===== config.mk =====
export PLATFORM = sky130hd
export DESIGN_NAME = mips_avalon_master
export DESIGN_NICKNAME = d
export VERILOG_FILES = /design/src/rtl/mips_avalon_pkg.sv /design/src/rtl/mips_lane_align.sv /design/src/rtl/mips_avalon_master.sv
export SDC_FILE = /design/constraint.sdc
export NUM_CORES = 1
export LEC_CHECK = 0
export CAP_MARGIN = 20
export CELL_PAD_IN_SITES_DETAIL_PLACEMENT = 1
export CELL_PAD_IN_SITES_GLOBAL_PLACEMENT = 1
export CORE_ASPECT_RATIO = 1.2
export CORE_UTILIZATION = 34
export CTS_BUF_LIST = sky130_fd_sc_hd__clkbuf_8
export DETAILED_ROUTE_END_ITERATION = 10
export GPL_TIMING_DRIVEN = 0
export PLACE_DENSITY_LB_ADDON = 0.1
export SLEW_MARGIN = 20
export SYNTH_ARGS = -nofsm -noshare
export SYNTH_HDL_FRONTEND = slang
export SYNTH_SLANG_ARGS = --single-unit

===== constraint.sdc =====
create_clock -name clk -period 2.1 [get_ports clk]
set_input_delay 0.315 -clock clk [delete_from_list [all_inputs] [get_ports clk]]
set_output_delay 0.315 -clock clk [all_outputs]
set_load 0.01 [all_outputs]

===== src/rtl/mips_avalon_pkg.sv =====
// mips_avalon_pkg: shared types and constants for the MIPS Avalon-MM master
// adapter and its lane-alignment helper.
package mips_avalon_pkg;

    // Access size as presented by the core; value 3 is reserved and rejected.
    typedef enum logic [1:0] {
        SIZE_BYTE = 2'd0,
        SIZE_HALF = 2'd1,
        SIZE_WORD = 2'd2,
        SIZE_RSVD = 2'd3
    } size_e;

    // Adapter FSM encoding: IDLE accepts requests, BUS owns the Avalon command.
    typedef logic [0:0] state_t;
    localparam state_t IDLE = 1'b0;
    localparam state_t BUS  = 1'b1;

    // Byte-enable patterns for the little-endian lanes.
    localparam logic [3:0] BE_NONE    = 4'b0000;
    localparam logic [3:0] BE_BYTE0   = 4'b0001;
    localparam logic [3:0] BE_LO_HALF = 4'b0011;
    localparam logic [3:0] BE_HI_HALF = 4'b1100;
    localparam logic [3:0] BE_WORD    = 4'b1111;

    // Avalon addresses are word aligned; the low bits travel as byte enables.
    function automatic logic [31:0] word_align(input logic [31:0] addr);
        return {addr[31:2], 2'b00};
    endfunction

endpackage


===== src/rtl/mips_lane_align.sv =====
// mips_lane_align: combinational lane steering for the MIPS Avalon master.
// Produces byte enables and replicated store data from size/address, extracts
// and extends load data from the bus word, and flags misaligned or reserved
// accesses.
module mips_lane_align
    import mips_avalon_pkg::*;
(
    input  size_e       size,
    input  logic [1:0]  addr,
    input  logic        sign_ext,
    input  logic [31:0] wdata,
    input  logic [31:0] readdata,
    output logic [3:0]  byteenable,
    output logic [31:0] writedata,
    output logic [31:0] load_data,
    output logic        misalign
);

    logic [7:0]  lane_byte;
    logic [15:0] lane_half;

    // Pick the addressed byte and half out of the little-endian bus word.
    always_comb begin
        case (addr)
            2'd0:    lane_byte = readdata[7:0];
            2'd1:    lane_byte = readdata[15:8];
            2'd2:    lane_byte = readdata[23:16];
            default: lane_byte = readdata[31:24];
        endcase
        lane_half = addr[1] ? readdata[31:16] : readdata[15:0];
    end

    // Size-dependent byte enables, store replication, load extension, alignment.
    always_comb begin
        byteenable = BE_NONE;
        writedata  = wdata;
        load_data  = '0;
        misalign   = 1'b0;
        case (size)
            SIZE_BYTE: begin
                byteenable = BE_BYTE0 << addr;
                writedata  = {4{wdata[7:0]}};
                load_data  = {{24{sign_ext & lane_byte[7]}}, lane_byte};
            end
            SIZE_HALF: begin
                byteenable = addr[1] ? BE_HI_HALF : BE_LO_HALF;
                writedata  = {2{wdata[15:0]}};
                load_data  = {{16{sign_ext & lane_half[15]}}, lane_half};
                misalign   = addr[0];
            end
            SIZE_WORD: begin
                byteenable = BE_WORD;
                writedata  = wdata;
                load_data  = readdata;
                misalign   = (addr != 2'b00);
            end
            default: begin
                misalign   = 1'b1;
            end
        endcase
    end

endmodule


===== src/rtl/mips_avalon_master.sv =====
// mips_avalon_master: converts one MIPS load/store at a time into a single
// word-aligned Avalon-MM read or write, then returns extended load data or a
// store completion. Optional bus timeout is enabled by defining
// MIPS_AVALON_MASTER_TIMEOUT_EN (TIMEOUT_CYCLES stalled edges abort the transfer).
module mips_avalon_master
    import mips_avalon_pkg::*;
#(
    parameter int TIMEOUT_CYCLES = 256
)(
    input  logic        clk,
    input  logic        rst,
    input  logic        req_valid,
    output logic        req_ready,
    input  logic        req_write,
    input  logic [31:0] req_addr,
    input  logic [1:0]  req_size,
    input  logic        req_signed,
    input  logic [31:0] req_wdata,
    output logic        resp_valid,
    output logic [31:0] resp_rdata,
    output logic        resp_err,
    output logic [31:0] avm_address,
    output logic        avm_read,
    output logic        avm_write,
    output logic [31:0] avm_writedata,
    output logic [3:0]  avm_byteenable,
    input  logic        avm_waitrequest,
    input  logic [31:0] avm_readdata
);

    state_t      state_q, state_d;
    size_e       size_q, size_d;
    logic [1:0]  addr_lo_q, addr_lo_d;
    logic        signed_q, signed_d;
    logic [31:0] avm_address_q, avm_address_d;
    logic        avm_read_q, avm_read_d;
    logic        avm_write_q, avm_write_d;
    logic [31:0] avm_writedata_q, avm_writedata_d;
    logic [3:0]  avm_byteenable_q, avm_byteenable_d;
    logic        resp_valid_q, resp_valid_d;
    logic        resp_err_q, resp_err_d;
    logic [31:0] resp_rdata_q, resp_rdata_d;

    logic        in_idle;
    size_e       la_size;
    logic [1:0]  la_addr;
    logic        la_signed;
    logic [3:0]  la_byteenable;
    logic [31:0] la_writedata;
    logic [31:0] la_load_data;
    logic        la_misalign;
    logic        timeout_hit;

    assign in_idle = (state_q == IDLE);

    // The single aligner sees the live request while idle (to build the
    // command) and the captured request while on the bus (to extract load data).
    assign la_size   = in_idle ? size_e'(req_size) : size_q;
    assign la_addr   = in_idle ? req_addr[1:0]     : addr_lo_q;
    assign la_signed = in_idle ? req_signed        : signed_q;

    mips_lane_align u_lane_align (
        .size       (la_size),
        .addr       (la_addr),
        .sign_ext   (la_signed),
        .wdata      (req_wdata),
        .readdata   (avm_readdata),
        .byteenable (la_byteenable),
        .writedata  (la_writedata),
        .load_data  (la_load_data),
        .misalign   (la_misalign)
    );

`ifdef MIPS_AVALON_MASTER_TIMEOUT_EN
    localparam int CNT_W = $clog2(TIMEOUT_CYCLES + 1);

    logic [CNT_W-1:0] to_cnt_q, to_cnt_d;

    assign timeout_hit = avm_waitrequest && (to_cnt_q == CNT_W'(TIMEOUT_CYCLES - 1));

    // Count consecutive stalled edges in BUS; idle holds the counter at zero.
    always_comb begin
        to_cnt_d = to_cnt_q;
        if (in_idle) begin
            to_cnt_d = '0;
        end else if (avm_waitrequest) begin
            to_cnt_d = to_cnt_q + 1'b1;
        end
    end

    // Timeout counter register.
    always_ff @(posedge clk or negedge rst) begin
        if (!rst) begin
            to_cnt_q <= '0;
        end else begin
            to_cnt_q <= to_cnt_d;
        end
    end
`else
    assign timeout_hit = 1'b0;
`endif

    // Request acceptance, bus command hold, and completion/response generation.
    always_comb begin
        state_d          = state_q;
        size_d           = size_q;
        addr_lo_d        = addr_lo_q;
        signed_d         = signed_q;
        avm_address_d    = avm_address_q;
        avm_read_d       = avm_read_q;
        avm_write_d      = avm_write_q;
        avm_writedata_d  = avm_writedata_q;
        avm_byteenable_d = avm_byteenable_q;
        resp_valid_d     = 1'b0;
        resp_err_d       = 1'b0;
        resp_rdata_d     = '0;
        case (state_q)
            IDLE: begin
                if (req_valid) begin
                    if (la_misalign) begin
                        resp_valid_d = 1'b1;
                        resp_err_d   = 1'b1;
                    end else begin
                        state_d          = BUS;
                        size_d           = size_e'(req_size);
                        addr_lo_d        = req_addr[1:0];
                        signed_d         = req_signed;
                        avm_address_d    = word_align(req_addr);
                        avm_read_d       = !req_write;
                        avm_write_d      = req_write;
                        avm_writedata_d  = la_writedata;
                        avm_byteenable_d = la_byteenable;
                    end
                end
            end
            default: begin
                if (!avm_waitrequest || timeout_hit) begin
                    state_d          = IDLE;
                    avm_address_d    = '0;
                    avm_read_d       = 1'b0;
                    avm_write_d      = 1'b0;
                    avm_writedata_d  = '0;
                    avm_byteenable_d = BE_NONE;
                    resp_valid_d     = 1'b1;
                    resp_err_d       = timeout_hit;
                    resp_rdata_d     = (avm_read_q && !timeout_hit) ? la_load_data : '0;
                end
            end
        endcase
    end

    // State, captured request and registered bus/response outputs.
    always_ff @(posedge clk or negedge rst) begin
        if (!rst) begin
            state_q          <= IDLE;
            size_q           <= SIZE_BYTE;
            addr_lo_q        <= 2'b00;
            signed_q         <= 1'b0;
            avm_address_q    <= '0;
            avm_read_q       <= 1'b0;
            avm_write_q      <= 1'b0;
            avm_writedata_q  <= '0;
            avm_byteenable_q <= BE_NONE;
            resp_valid_q     <= 1'b0;
            resp_err_q       <= 1'b0;
            resp_rdata_q     <= '0;
        end else begin
            state_q          <= state_d;
            size_q           <= size_d;
            addr_lo_q        <= addr_lo_d;
            signed_q         <= signed_d;
            avm_address_q    <= avm_address_d;
            avm_read_q       <= avm_read_d;
            avm_write_q      <= avm_write_d;
            avm_writedata_q  <= avm_writedata_d;
            avm_byteenable_q <= avm_byteenable_d;
            resp_valid_q     <= resp_valid_d;
            resp_err_q       <= resp_err_d;
            resp_rdata_q     <= resp_rdata_d;
        end
    end

    assign req_ready      = in_idle;
    assign resp_valid     = resp_valid_q;
    assign resp_err       = resp_err_q;
    assign resp_rdata     = resp_rdata_q;
    assign avm_address    = avm_address_q;
    assign avm_read       = avm_read_q;
    assign avm_write      = avm_write_q;
    assign avm_writedata  = avm_writedata_q;
    assign avm_byteenable = avm_byteenable_q;

endmodule


; Word level (Yosys, flattened, before mapping)
; Cells that the tools add are included.
[totals]
ff_bits = 110
latchBits = 0
ram_bits = 0
romBits = 0
input_bits = 104
memories = 0
[op_classes]
addsub = 0
multipliers = 0
div = 0
n_lt_le_gt_ge = 0
n_eq_ne = 6
shift = 1
mux = 40
bitwise_logic = 4
n_reduce_logical = 7
[op_table]
columns = cell, count
row1 = $mux 32, 10
row2 = $pmux 32 s3, 1
row3 = $pmux 32 s2, 1
row4 = $pmux 8 s3, 1
row5 = $mux 4, 5
row6 = $mux 1, 17
row7 = $mux 16, 1
row8 = $pmux 4 s3, 1
row9 = $reduce_and 3->1, 2
row10 = $eq 2x1->1 const B, 2
row11 = $eq 2x2->1 const B, 2
row12 = $logic_not 2->1, 2
row13 = $mux 2, 2
row14 = $ne 2x2->1 const B, 2
row15 = $reduce_bool 2->1, 2
row16 = $shl 1x2->4 const A, 1
row17 = $pmux 1 s3, 1
row18 = $and 1x1->1, 2
row19 = $not 1->1, 2
row20 = $logic_not 1->1, 1

; Depth between registers and ports, before layout
; Gate-level depths: netlist (run 1).
[depth]
ltp_word = 8
mapped_depth = 8

; Cells and area by module
; A second synthesis (run 1) with hierarchy kept.
[hier_totals]
hier_cells = 585
hier_area_um2 = 6109.6
[modules_own_cells]
columns = mod, instances, cells_each, area_each_um2
row1 = mips_avalon_master, 1, 393, 4581.9
row2 = mips_lane_align, 1, 192, 1527.7

; Worst setup path after synthesis (run 1)
; Ideal clock, no wire load.
[synth_timing]
path_kind = reg2reg
start = register state_q
end = register addr_lo_q[0]
setup_ps = 128
arrival_ps = 1595
t_required_ps = 1972
slack_ps = 378
stages_incl_launch_ff = 8
cell_sequence = dfrtp_1 buf_6 buf_6 mux2_4 nor3_2 o21bai_1 buf_4 mux2_1
[synth_between]
elab_chain_len = 5
[synth_rtl]
columns = item, line_no
row1 = start: declaration, mips_avalon_master.sv:31  ; state_t state_q, state_d;
row2 = start signal: assignment, mips_avalon_master.sv:168  ; state_q <= state_d;
row3 = $mux 2 (on tied branches), "mips_avalon_master.sv:58, mips_avalon_master.sv:59"
row4 = $eq 2x2->1 (tied with other cells), mips_lane_align.sv:39  ; case (size)
row5 = $pmux 1 s3, mips_lane_align.sv:39
row6 = $not 1->1 (no source line), -
row7 = $reduce_and 3->1 (no source line) *, -
row8 = end signal: assignment, mips_avalon_master.sv:170  ; addr_lo_q <= addr_lo_d;
row9 = end: declaration, mips_avalon_master.sv:33  ; logic [1:0] addr_lo_q, addr_lo_d;
; Mark *: on every way between the ends. The rest lies on a longest branch, timed or not.
; A chain may end at the register's enable or synchronous reset.

; Worst setup path in the final report (run 1)
[layout_timing]
start = register state_q
end = register avm_writedata_q[26], in the netlist avm_writedata[26]
[layout_between]
elab_chain_len = 6
[layout_rtl]
columns = item, line_no
row1 = $mux 2, mips_avalon_master.sv:58  ; assign la_size = in_idle ? size_e'(req_size) : size_q;
row2 = $eq 2x1->1 or $logic_not 2->1 (tied branches), mips_lane_align.sv:39
row3 = $pmux 32 s2, mips_lane_align.sv:39
row4 = $mux 32, mips_avalon_master.sv:120  ; if (la_misalign) begin
row5 = $mux 32, mips_avalon_master.sv:119  ; if (req_valid) begin
row6 = $mux 32, mips_avalon_master.sv:117  ; case (state_q)
row7 = end signal: assignment, mips_avalon_master.sv:175  ; avm_writedata_q <= avm_writedata_d;
row8 = end: declaration, mips_avalon_master.sv:38  ; logic [31:0] avm_writedata_q, avm_writedata_d;
; Several ways; a longest one is shown, not always the timed one. The select of a mux whose other input is x is not followed.

==> results.txt, run 1 <==
Pint = 0.00553 W
Comb pwr share = 50.7%
Synth Area per Inst = 9.80 um^2
Crit path arrival time = 2330 ps
DIE HEIGHT = 142 um
Grt ovf = 0
Worst-Margin Slew = 729 ps
Worst path max stage delay = 400 ps
Vias per Instance = 5.16
Switching share of power = 38.0%
Final hold violation count = 0
CTS clock-pin slew for the worst setup and hold paths = 100 ps
DRT iter0 DRCs = 177
Post-synth EDFFs = 0
Net switching power = 0.00339 W
HPWL after DPL = 14.3 mm
Leading cell types by count after synthesis = nand2_1, dfrtp_1, mux2i_1, o21ai_0, inv_1
Area grow syn2layout = 47.3%
Final Wtd Congestion = 0.886
Core outline area = 15,800 um^2
DRC violations left = 0
Drt pass-1 iters = 4
Count leader, synth = nand2_1
Startpoint types = flop
WP data required = 2420 ps
Htree depth = 3
Fin nets = 890
Clock Power Share = 15.1%
Cell depth of the worst setup path = 8
Worst R2R End = avm_writedata[26]$_DFFE_PN0P_
Worst vdd ir = 0.000305 V
CP Launch Point = state_q$_DFF_PN0_
Crit Path Category = flop to flop
Final Critical Period = 2010 ps
Sequential power share = 34.2%
Fillers = 1,796
Synth Instances = 567
CP endpoint = avm_writedata[26]$_DFFE_PN0P_
Leakage = 3.91 nW
DR vias = 5,150
Kind of cell adding the most delay to the critical path = buffers and inverters
Most used cell, CP = buf_6
Synth Cell Area = 5560 um^2
Total Wirelength = 18.9 mm
Routed Antenna Nets = 0
Die W = 119 um
Slew Viols, Final = 0
Setup slack after layout = 86.0 ps
Avg WL per Cell = 18.9 um
CTS tree = built
Fmax achieved = 0.497 GHz
N_diodes = 0
Critical path buffer and inverter count = 5
Largest net degree at the start of global routing = 76
Worst Skew = 12.7 ps
WHS = 364 ps
Number of core rows = 50
IO Pins = 209
Vias in the first global route = 5,532
Yosys cell types = 45
First-pass GRT wire length = 29.4 mm
Initial antenna violation count = 0
Top FF cell, synth = dfrtp_1
FF/Latch Area = 2700 um^2
Crit-path max FO = 10
Share of post-route cells with drive strength above 1 = 9.11%
Root buffer cell = clkbuf_8
PortBufs = 206
Post-synth top area share = 48.6%
CTS Buffer Depth = 2
Multi-input logic area = 2460 um^2
GRT Total Usage = 22.7%
CP Capture Type = flop
Reg2reg setup slack = 90 ps
FF+latch count, synth = 108
YS warnings = 0
CP max-delay cell = dfrtp_1
Max cap viols = 0
Starting Density = 35.2%
Total negative slack = 0 ps
Sequential area share after synthesis = 48.6%
Num CTS Buffers = 9
Largest cells by area after synthesis = dfrtp_1, mux2i_1, nand2_1
Worst skew pair latency = 400 ps
Post-route clock period utilization = 95.9%
Setup Viol. Count Final = 0
Status = finished clean
Reg2reg start = state_q$_DFF_PN0_
Sink Count = 108
Pre-CTS WS = -517 ps
CP Cell Sequence = buf_6 > buf_6 > buf_6 > clkbuf_2 > buf_2 > a21oi_1 > o21ai_0 > mux2i_1
Final Util = 51.9%
Async SR Flop Fraction = 100%
Die area = 16,900 um^2
Worst rel slew slack = 51.4%
R2R depth = 8
HP Class = primary input to asynchronous set/reset pin
Pwr dens = 1090 nW/um^2
Area leader, netlist = dfrtp_1
Total Power = 0.00892 W
[state kept, by name, summed over array words and instances (netlist names)]
signal	cells
state_q	1
avm_address	30
resp_valid	1
avm_byteenable	4
resp_rdata	32
addr_lo_q	2
signed_q	1
avm_read	1
avm_write	1
avm_writedata	32
size_q	2
resp_err	1
[through the flow]
stage               instances  cell area, um^2
floorplan                 568             5560
global placement          982             7880
detailed placement        983             7910
CTS                       999             8130
global route              998             8180
finish                    998             8180
[routing by layer]
metal	part of all wire (%)	global-route usage [%]
met1	41	27.2
met2	52	40.5
met3	3.8	2.80
met4	3.5	10.9
met5	0	0
[layout by cell type (no fill, tap or decap), types with 2 or more instances in the layout]
cell type / synthesis / layout
mux2_1: 4 / 4
nor2_1: 8 / 8
clkbuf_2: 1 / 2
nand2_1: 119 / 119
mux2i_1: 78 / 78
a22o_4: 0 / 2
mux2_2: 12 / 12
a21boi_0: 2 / 2
dfrtp_1: 108 / 108
o21bai_1: 8 / 8
inv_6: 0 / 2
a31oi_1: 39 / 39
inv_1: 44 / 44
clkdlybuf4s50_1: 0 / 204
a21oi_1: 13 / 12
buf_4: 4 / 6
buf_6: 9 / 10
o2111ai_1: 7 / 7
clkbuf_1: 21 / 16
nor4b_1: 7 / 7
clkinv_2: 0 / 2
conb_1: 1 / 2
buf_2: 10 / 9
and3b_1: 2 / 2
clkbuf_8: 0 / 10
o21ai_0: 45 / 45
[how the worst min path moves through the flow]
stage | start | slack, ps | cells past startpoint | endpoint
after floorplan | rst | 20 | 0 | addr_lo_q[0]$_DFFE_PN0P_
final | rst | 360 | 2 | avm_address[14]$_DFFE_PN0P_
after global placement | signed_q$_DFFE_PN0P_ | 500 | 1 | signed_q$_DFFE_PN0P_
after detailed placement | rst | 230 | 1 | avm_address[14]$_DFFE_PN0P_
after global routing | rst | 380 | 2 | avm_address[14]$_DFFE_PN0P_
after CTS | rst | 370 | 2 | avm_address[14]$_DFFE_PN0P_
[repair_timing]
action	in CTS	in global routing
gates resized for setup	4	11
setup endpoints to repair	15	36
hold buffers	1	0
gates cloned	0	0
hold endpoints to repair	33	0
setup buffers	0	2
pin swaps	0	1
[worst register-to-register path, stage by stage, from the launching register on]
cell	delay [ps]
dfrtp_1	400
buf_6	150
buf_6	140
buf_6	150
clkbuf_2	210
buf_2	260
a21oi_1	280
o21ai_0	180
mux2i_1	170
[kinds of logic after synthesis]
| logic type | synth area share (%) |
|---|---|
| simple gates | 11.4 |
| compound gates | 14.0 |
| buf+inv | 7.88 |
| mux | 18.0 |
| flops | 48.6 |
| other cells | 0.0675 |
[power by group through the flow]
stage	Combinational [W]	Clock, W	Sequential (W)
detailed placement	0.00447	0	0.00311
finish	0.00452	0.00134	0.00305
floorplan	0.00211	0	0.00332
global placement	0.00432	0	0.00307
CTS	0.00449	0.00137	0.00306
global route	0.00489	0.00145	0.00314
[area by class of cell]
| cell class | count | area share (%) |
|---|---|---|
| clock inverter | 5 | 0.734 |
| inverter | 45 | 2.08 |
| buffer | 43 | 3.24 |
| tap | 208 | 3.18 |
| timing repair buffer | 210 | 26.0 |
| clock buffer | 10 | 1.68 |
| multi-input combinational | 369 | 30.1 |
| sequential | 108 | 33.0 |
No activity file was read; power rests on OpenSTA's default activity.
==> inputs of run 2 (changes only) <==
CAP_MARGIN = unset   (was 20)
CTS_CLUSTER_SIZE = 25   (was unset)
SETUP_SLACK_MARGIN = 0.2   (was unset)
==> run 2 against run 1 <==
Compared with the run above:
- sequential share of layout area down 2.3 points
- sequential power about the same
- non-clock buffer count up 20
- register-to-register slack better by 90 ps
==> results.txt, run 2 (same netlist as run 1, synthesis figures left out) <==
DRC violations left = 0 (unchanged)
Most frequent cells in the layout = clkdlybuf4s50_1, nand2_1, dfrtp_1, mux2i_1, inv_1
Final hold violation count = 0 (unchanged)
Leakage = 4.11 nW (+5.1%)
Avg WL per Cell = 19.8 um (+4.8%)
Setup Viol. Count Final = 0 (unchanged)
Die area = 16,900 um^2 (unchanged)
Vias per Instance = 5.21 (+1.0%)
CTS tree = built
Share of post-route cells with drive strength above 1 = 16.2% (+7.1 points)
Vias in the first global route = 5,574 (+0.76%)
Htree depth = 3 (unchanged)
CTS clock-pin slew for the worst setup and hold paths = 100 ps (about the same)
GRT Total Usage = 22.9% (+0.20 points)
N_diodes = 0 (unchanged)
HPWL after DPL = 14.3 mm (unchanged)
PortBufs = 206 (unchanged)
FF/Latch Area = 2700 um^2 (unchanged)
DIE HEIGHT = 142 um (unchanged)
Initial antenna violation count = 0 (unchanged)
Pre-CTS WS = -517 ps (unchanged)
Worst vdd ir = 0.000357 V (+17%)
First-pass GRT wire length = 29.8 mm (+1.1%)
Startpoint types = flop
Net switching power = 0.00367 W (+8.3%)
Max cap viols = 0 (unchanged)
HP Class = primary input to asynchronous set/reset pin
Root buffer cell = clkbuf_8
IO Pins = 209 (unchanged)
Slew Viols, Final = 0 (unchanged)
Worst Skew = 17.3 ps (+4.61 ps)
CTS Buffer Depth = 2 (unchanged)
Fillers = 1,747 (-2.7%)
Fin nets = 910 (+2.2%)
Comb pwr share = 53.9% (+3.2 points)
Area grow syn2layout = 58.4%
Crit Path Category = flop to flop
Switching share of power = 38.4% (+0.43 points)
Commonest non-fill, non-tap cell in the layout = clkdlybuf4s50_1
Die W = 119 um (unchanged)
Setup repair after global routing missed its margin = yes
Drt pass-1 iters = 5 (+1)
Pwr dens = 1090 nW/um^2 (-0.36%)
CP Capture Type = flop
Post-route clock period utilization = 91.6% (-4.3 points)
Number of core rows = 50 (unchanged)
Status = finished clean
Sequential power share = 32.0% (-2.2 points)
Crit-path max FO = 10 (unchanged)
Final Wtd Congestion = 0.886 (unchanged)
Fmax achieved = 0.520 GHz (+4.7%)
Sink Count = 108 (unchanged)
Num CTS Buffers = 9 (unchanged)
Total Wirelength = 20.2 mm (+6.9%)
Final Util = 55.8% (+3.9 points)
Starting Density = 35.2% (unchanged)
Multi-input logic area = 2780 um^2 (+13%)
Pint = 0.00588 W (+6.4%)
Core outline area = 15,800 um^2 (unchanged)
WP data required = 2370 ps (-50 ps)
Crit path arrival time = 2190 ps (-140 ps)
R2R depth = 7 (-1)
Setup slack after layout = 177 ps (+90.7 ps)
Largest net degree at the start of global routing = 76 (unchanged)
Routed Antenna Nets = 0 (unchanged)
Grt ovf = 0 (unchanged)
Worst skew pair latency = 400 ps (about the same)
DR vias = 5,308 (+3.1%)
Final Critical Period = 1920 ps (-90.7 ps)
Clock Power Share = 14.1% (-1.0 points)
DRT iter0 DRCs = 188 (+6.2%)
[run 2: cell count changes in the layout (fill, tap and decap cells not counted), sizes merged]
| cell | change |
|---|---|
| buf | +14 |
| clkbuf | +6 |
| clkinv | -1 |
| inv | +1 |
[run 2: power by group through the flow]
| stage | combinational [W] | sequential, W | clock [W] |
|---|---|---|---|
| 6_report | 0.00515 | 0.00306 | 0.00134 |
| 5_1_grt | 0.00551 | 0.00314 | 0.00145 |
| 4_1_cts | 0.00462 | 0.00306 | 0.00137 |
| 3_5_place_dp | 0.00447 | 0.00311 | 0 |
| 3_3_place_gp | 0.00432 | 0.00307 | 0 |
| 2_1_floorplan | 0.00211 | 0.00332 | 0 |
[run 2: final cells by class]
type                            count  area share, %
Sequential cell                   108           30.7
Timing Repair Buffer              227           26.3
Clock inverter                      5          0.682
Multi-Input combinational cell    369           31.6
Inverter                           45           1.95
Tap cell                          208           2.96
Clock buffer                       10           1.56
Buffer                             46           4.24
[run 2: per-stage QoR]
step | instances | cell area [um^2] | power, W | hold slack, ps | TNS (ps)
after global placement | 982 | 7880 | 0.00739 | 504 | -392770
after detailed placement | 983 | 7910 | 0.00758 | 230 | -18600
after CTS | 1004 | 8250 | 0.00906 | 367 | 0
after global routing | 1018 | 8800 | 0.0101 | 379 | 0
after floorplan | 568 | 5560 | 0.00544 | 19.4 | 0
final | 1018 | 8800 | 0.00955 | 369 | 0
[run 2: timing repair]
| item | in CTS | in global routing |
|---|---|---|
| buffers inserted | 5 | 10 |
| pin swaps | 3 | 12 |
| gates cloned | 0 | 4 |
| hold endpoints to repair | 33 | 0 |
| endpoints found under the setup margin | 106 | 103 |
| resized for setup | 27 | 88 |
| hold buffers | 1 | 0 |
[run 2: metal layers]
metal / share of wire [%] / vias up / GRT usage (%) / routed length [um]
met2: 52 / 180 / 41.3 / 10500
met5: 0 / - / 0 / 0
met4: 3.0 / 0 / 10.3 / 611
met3: 4.1 / 34 / 2.80 / 834
met1: 41 / 2670 / 27.3 / 8180
li1: - / 2424 / - / -
[run 2: worst max-delay path, stage by stage (launching register included)]
cell,delay (ps)
dfrtp_1,390
buf_6,150
buf_8,140
and3b_1,230
a22o_4,300
buf_6,140
o21ai_0,300
a31oi_1,150
[run 2: worst paths after layout]
path                            slack, ps                           to                        start
worst max-delay path                  180      resp_rdata[8]$_DFF_PN0_            state_q$_DFF_PN0_
worst min-delay path                  370  avm_address[14]$_DFFE_PN0P_                          rst
worst max register to register        180      resp_rdata[8]$_DFF_PN0_            state_q$_DFF_PN0_
worst min register to register        530  avm_address[13]$_DFFE_PN0P_  avm_address[13]$_DFFE_PN0P_
max in group asynchronous            1010     resp_rdata[17]$_DFF_PN0_                          rst
min in group clk                      450   avm_address[8]$_DFFE_PN0P_                  req_addr[8]
==> inputs of run 3 (changes only) <==
clock period = 1.8 ns   (was 2.1 ns; I/O delays follow)
==> run 3 against run 2 <==
Compared with the run above:
- the flow now finishes with violations (negative setup slack)
- sequential share of layout area shrank 0.85 points
- wire length grew 0.23%
- setup slack lost 260 ps
- core utilization grew 1.6 points
- combinational power grew 19%
- clock skew shrank 9.5 ps
- critical path depth grew 1
- register-to-register slack lost 260 ps
- maximum frequency grew 2.2%
==> results.txt, run 3 (same netlist as run 1, synthesis figures left out) <==
Status = finished, violations left
Violated checks = negative setup slack
CTS tree = built
PortBufs = 206 (unchanged)
Max cap viols = 0 (unchanged)
Pwr dens = 1240 nW/um^2 (+14%)
CP max-delay cell = dfrtp_1
Num CTS Buffers = 9 (unchanged)
Vias per Instance = 5.13 (-1.6%)
Worst vdd ir = 0.000437 V (+22%)
Pint = 0.00686 W (+17%)
Reg2reg start = state_q$_DFF_PN0_
Crit-path max FO = 10 (unchanged)
Post-route clock period utilization = 105% (+13 points)
Number of core rows = 50 (unchanged)
Avg WL per Cell = 19.8 um (about the same)
Total negative slack = -3690 ps (-3690 ps)
Cell Count Post-Placement = 983 (unchanged)
Fin nets = 912 (+0.22%)
Slew Viols, Final = 0 (unchanged)
DRC violations left = 0 (unchanged)
Worst Skew = 7.82 ps (-9.46 ps)
HPWL after DPL = 14.3 mm (about the same)
HP Class = primary input to asynchronous set/reset pin
Most used cell, CP = buf_8
IO Pins = 209 (unchanged)
Final std cells w/o fill = 1,021 (+0.29%)
Root buffer cell = clkbuf_8
Starting Density = 35.2% (unchanged)
Fmax achieved = 0.531 GHz (+2.2%)
Commonest non-fill, non-tap cell in the layout = clkdlybuf4s50_1
CTS Buffer Depth = 2 (unchanged)
Setup Viol. Count Final = 99 (+99)
Sink Count = 108 (unchanged)
CP Launch Point = state_q$_DFF_PN0_
Setup repair after global routing missed its margin = yes
R2R depth = 8 (+1)
Die area = 16,900 um^2 (unchanged)
Fillers = 1,755 (+0.46%)
N_diodes = 0 (unchanged)
DR vias = 5,236 (-1.4%)
Final Critical Period = 1880 ps (-41.2 ps)
Setup slack after layout = -82.0 ps (-259 ps)
Final Wtd Congestion = 0.891 (+0.53%)
Largest net degree at the start of global routing = 70 (-7.9%)
Routed Antenna Nets = 0 (unchanged)
Net switching power = 0.00434 W (+18%)
CTS clock-pin slew for the worst setup and hold paths = 110 ps (about the same)
Worst R2R End = avm_writedata[14]$_DFFE_PN0P_
Most frequent cells in the layout = clkdlybuf4s50_1, nand2_1, dfrtp_1, mux2i_1, inv_1
DRT iter0 DRCs = 146 (-22%)
Initial antenna violation count = 0 (unchanged)
CP endpoint = avm_writedata[14]$_DFFE_PN0P_
Share of post-route cells with drive strength above 1 = 17.2% (+1.0 points)
WP data required = 2070 ps (-300 ps)
Vias in the first global route = 5,682 (+1.9%)
Area grow syn2layout = 62.9%
CP Cell Sequence = buf_6 > buf_8 > mux2_4 > nor3_4 > o21bai_4 > buf_8 > buf_12 > mux2i_2
Crit path arrival time = 2160 ps (-30 ps)
DIE HEIGHT = 142 um (unchanged)
GRT Total Usage = 23.7% (+0.72 points)
Reg2reg setup slack = -80 ps (-260 ps)
Worst skew pair latency = 400 ps (about the same)
Die W = 119 um (unchanged)
Grt ovf = 0 (unchanged)
Critical path buffer and inverter count = 4 (+1)
Crit Path Category = flop to flop
Worst path max stage delay = 390 ps (about the same)
Total Power = 0.0112 W (+17%)
Final hold violation count = 0 (unchanged)
Total Wirelength = 20.2 mm (+0.23%)
Drt pass-1 iters = 4 (-1)
First-pass GRT wire length = 30.8 mm (+3.5%)
Kind of cell adding the most delay to the critical path = buffers and inverters
Htree depth = 3 (unchanged)
Clock Power Share = 13.4% (-0.7 points)
Sequential power share = 31.8% (-0.2 points)
Leakage = 4.75 nW (+16%)
Startpoint types = flop
Core outline area = 15,800 um^2 (unchanged)
Cell depth of the worst setup path = 8 (+1)
CP Capture Type = flop
Comb pwr share = 54.8% (+0.9 points)
Switching share of power = 38.7% (+0.34 points)
run 3: cell types whose count changed in the layout (fill, tap and decap cells not counted), sizes merged, moves of 3 or more:
cell	before	now
buf	42	51
clkbuf	35	27
clkdlybuf4s50	204	152
clkinv	1	4
dlygate4sd2	1	20
dlymetal6s2s	0	33
run 3: area by class of cell:
class | count | area (um^2) | share of cell area (%)
plain buffers | 46 | 455 | 5.03
clock buffers | 9 | 124 | 1.37
clock inverters | 7 | 60.1 | 0.664
inverters | 45 | 170 | 1.88
multi-input cells | 369 | 2840 | 31.4
flip-flops and latches | 108 | 2700 | 29.9
well taps | 208 | 260 | 2.88
repair buffers | 229 | 2440 | 26.9
run 3: metal layers:
layer	GRT usage (%)	up-vias	wire length, um
met3	3.53	33	784
met5	0	-	0
met2	43.3	154	10700
li1	-	2427	-
met4	9.13	0	520
met1	27.8	2622	8170
run 3: what timing repair did:
action | in CTS | in global routing
hold endpoints to repair | 39 | 0
buffers inserted | 11 | 4
cloned | 4 | 2
setup endpoints to repair | 127 | 141
resized for setup | 109 | 81
pin swaps | 15 | 14
hold buffers | 1 | 0
run 3: through the flow:
stage	hold slack [ps]	area, um^2	util [%]	setup slack (ps)
after floorplan	-25.6	5610	-	77.8
after global placement	501	7930	50.3	-3810
after detailed placement	213	7960	50.5	-719
after CTS	344	8690	55.1	-74.0
after global routing	374	9050	57.4	-176
final	341	9050	57.4	-82.0
run 3: power groups by stage:
stage               logic [W]  registers [W]  clock network (W)
floorplan             0.00252        0.00387                  0
global placement      0.00509        0.00359                  0
detailed placement    0.00527        0.00363                  0
CTS                   0.00590        0.00358            0.00154
global route          0.00658        0.00366            0.00163
finish                0.00614        0.00356            0.00150
run 3: worst min-delay path by stage:
| stage | slack [ps] | endpoint | startpoint |
|---|---|---|---|
| floorplan | -30 | addr_lo_q[0]$_DFFE_PN0P_ | rst |
| global placement | 500 | signed_q$_DFFE_PN0P_ | signed_q$_DFFE_PN0P_ |
| detailed placement | 210 | avm_address[14]$_DFFE_PN0P_ | rst |
| CTS | 340 | avm_address[14]$_DFFE_PN0P_ | rst |
| global route | 370 | avm_address[14]$_DFFE_PN0P_ | rst |
| finish | 340 | avm_address[14]$_DFFE_PN0P_ | rst |
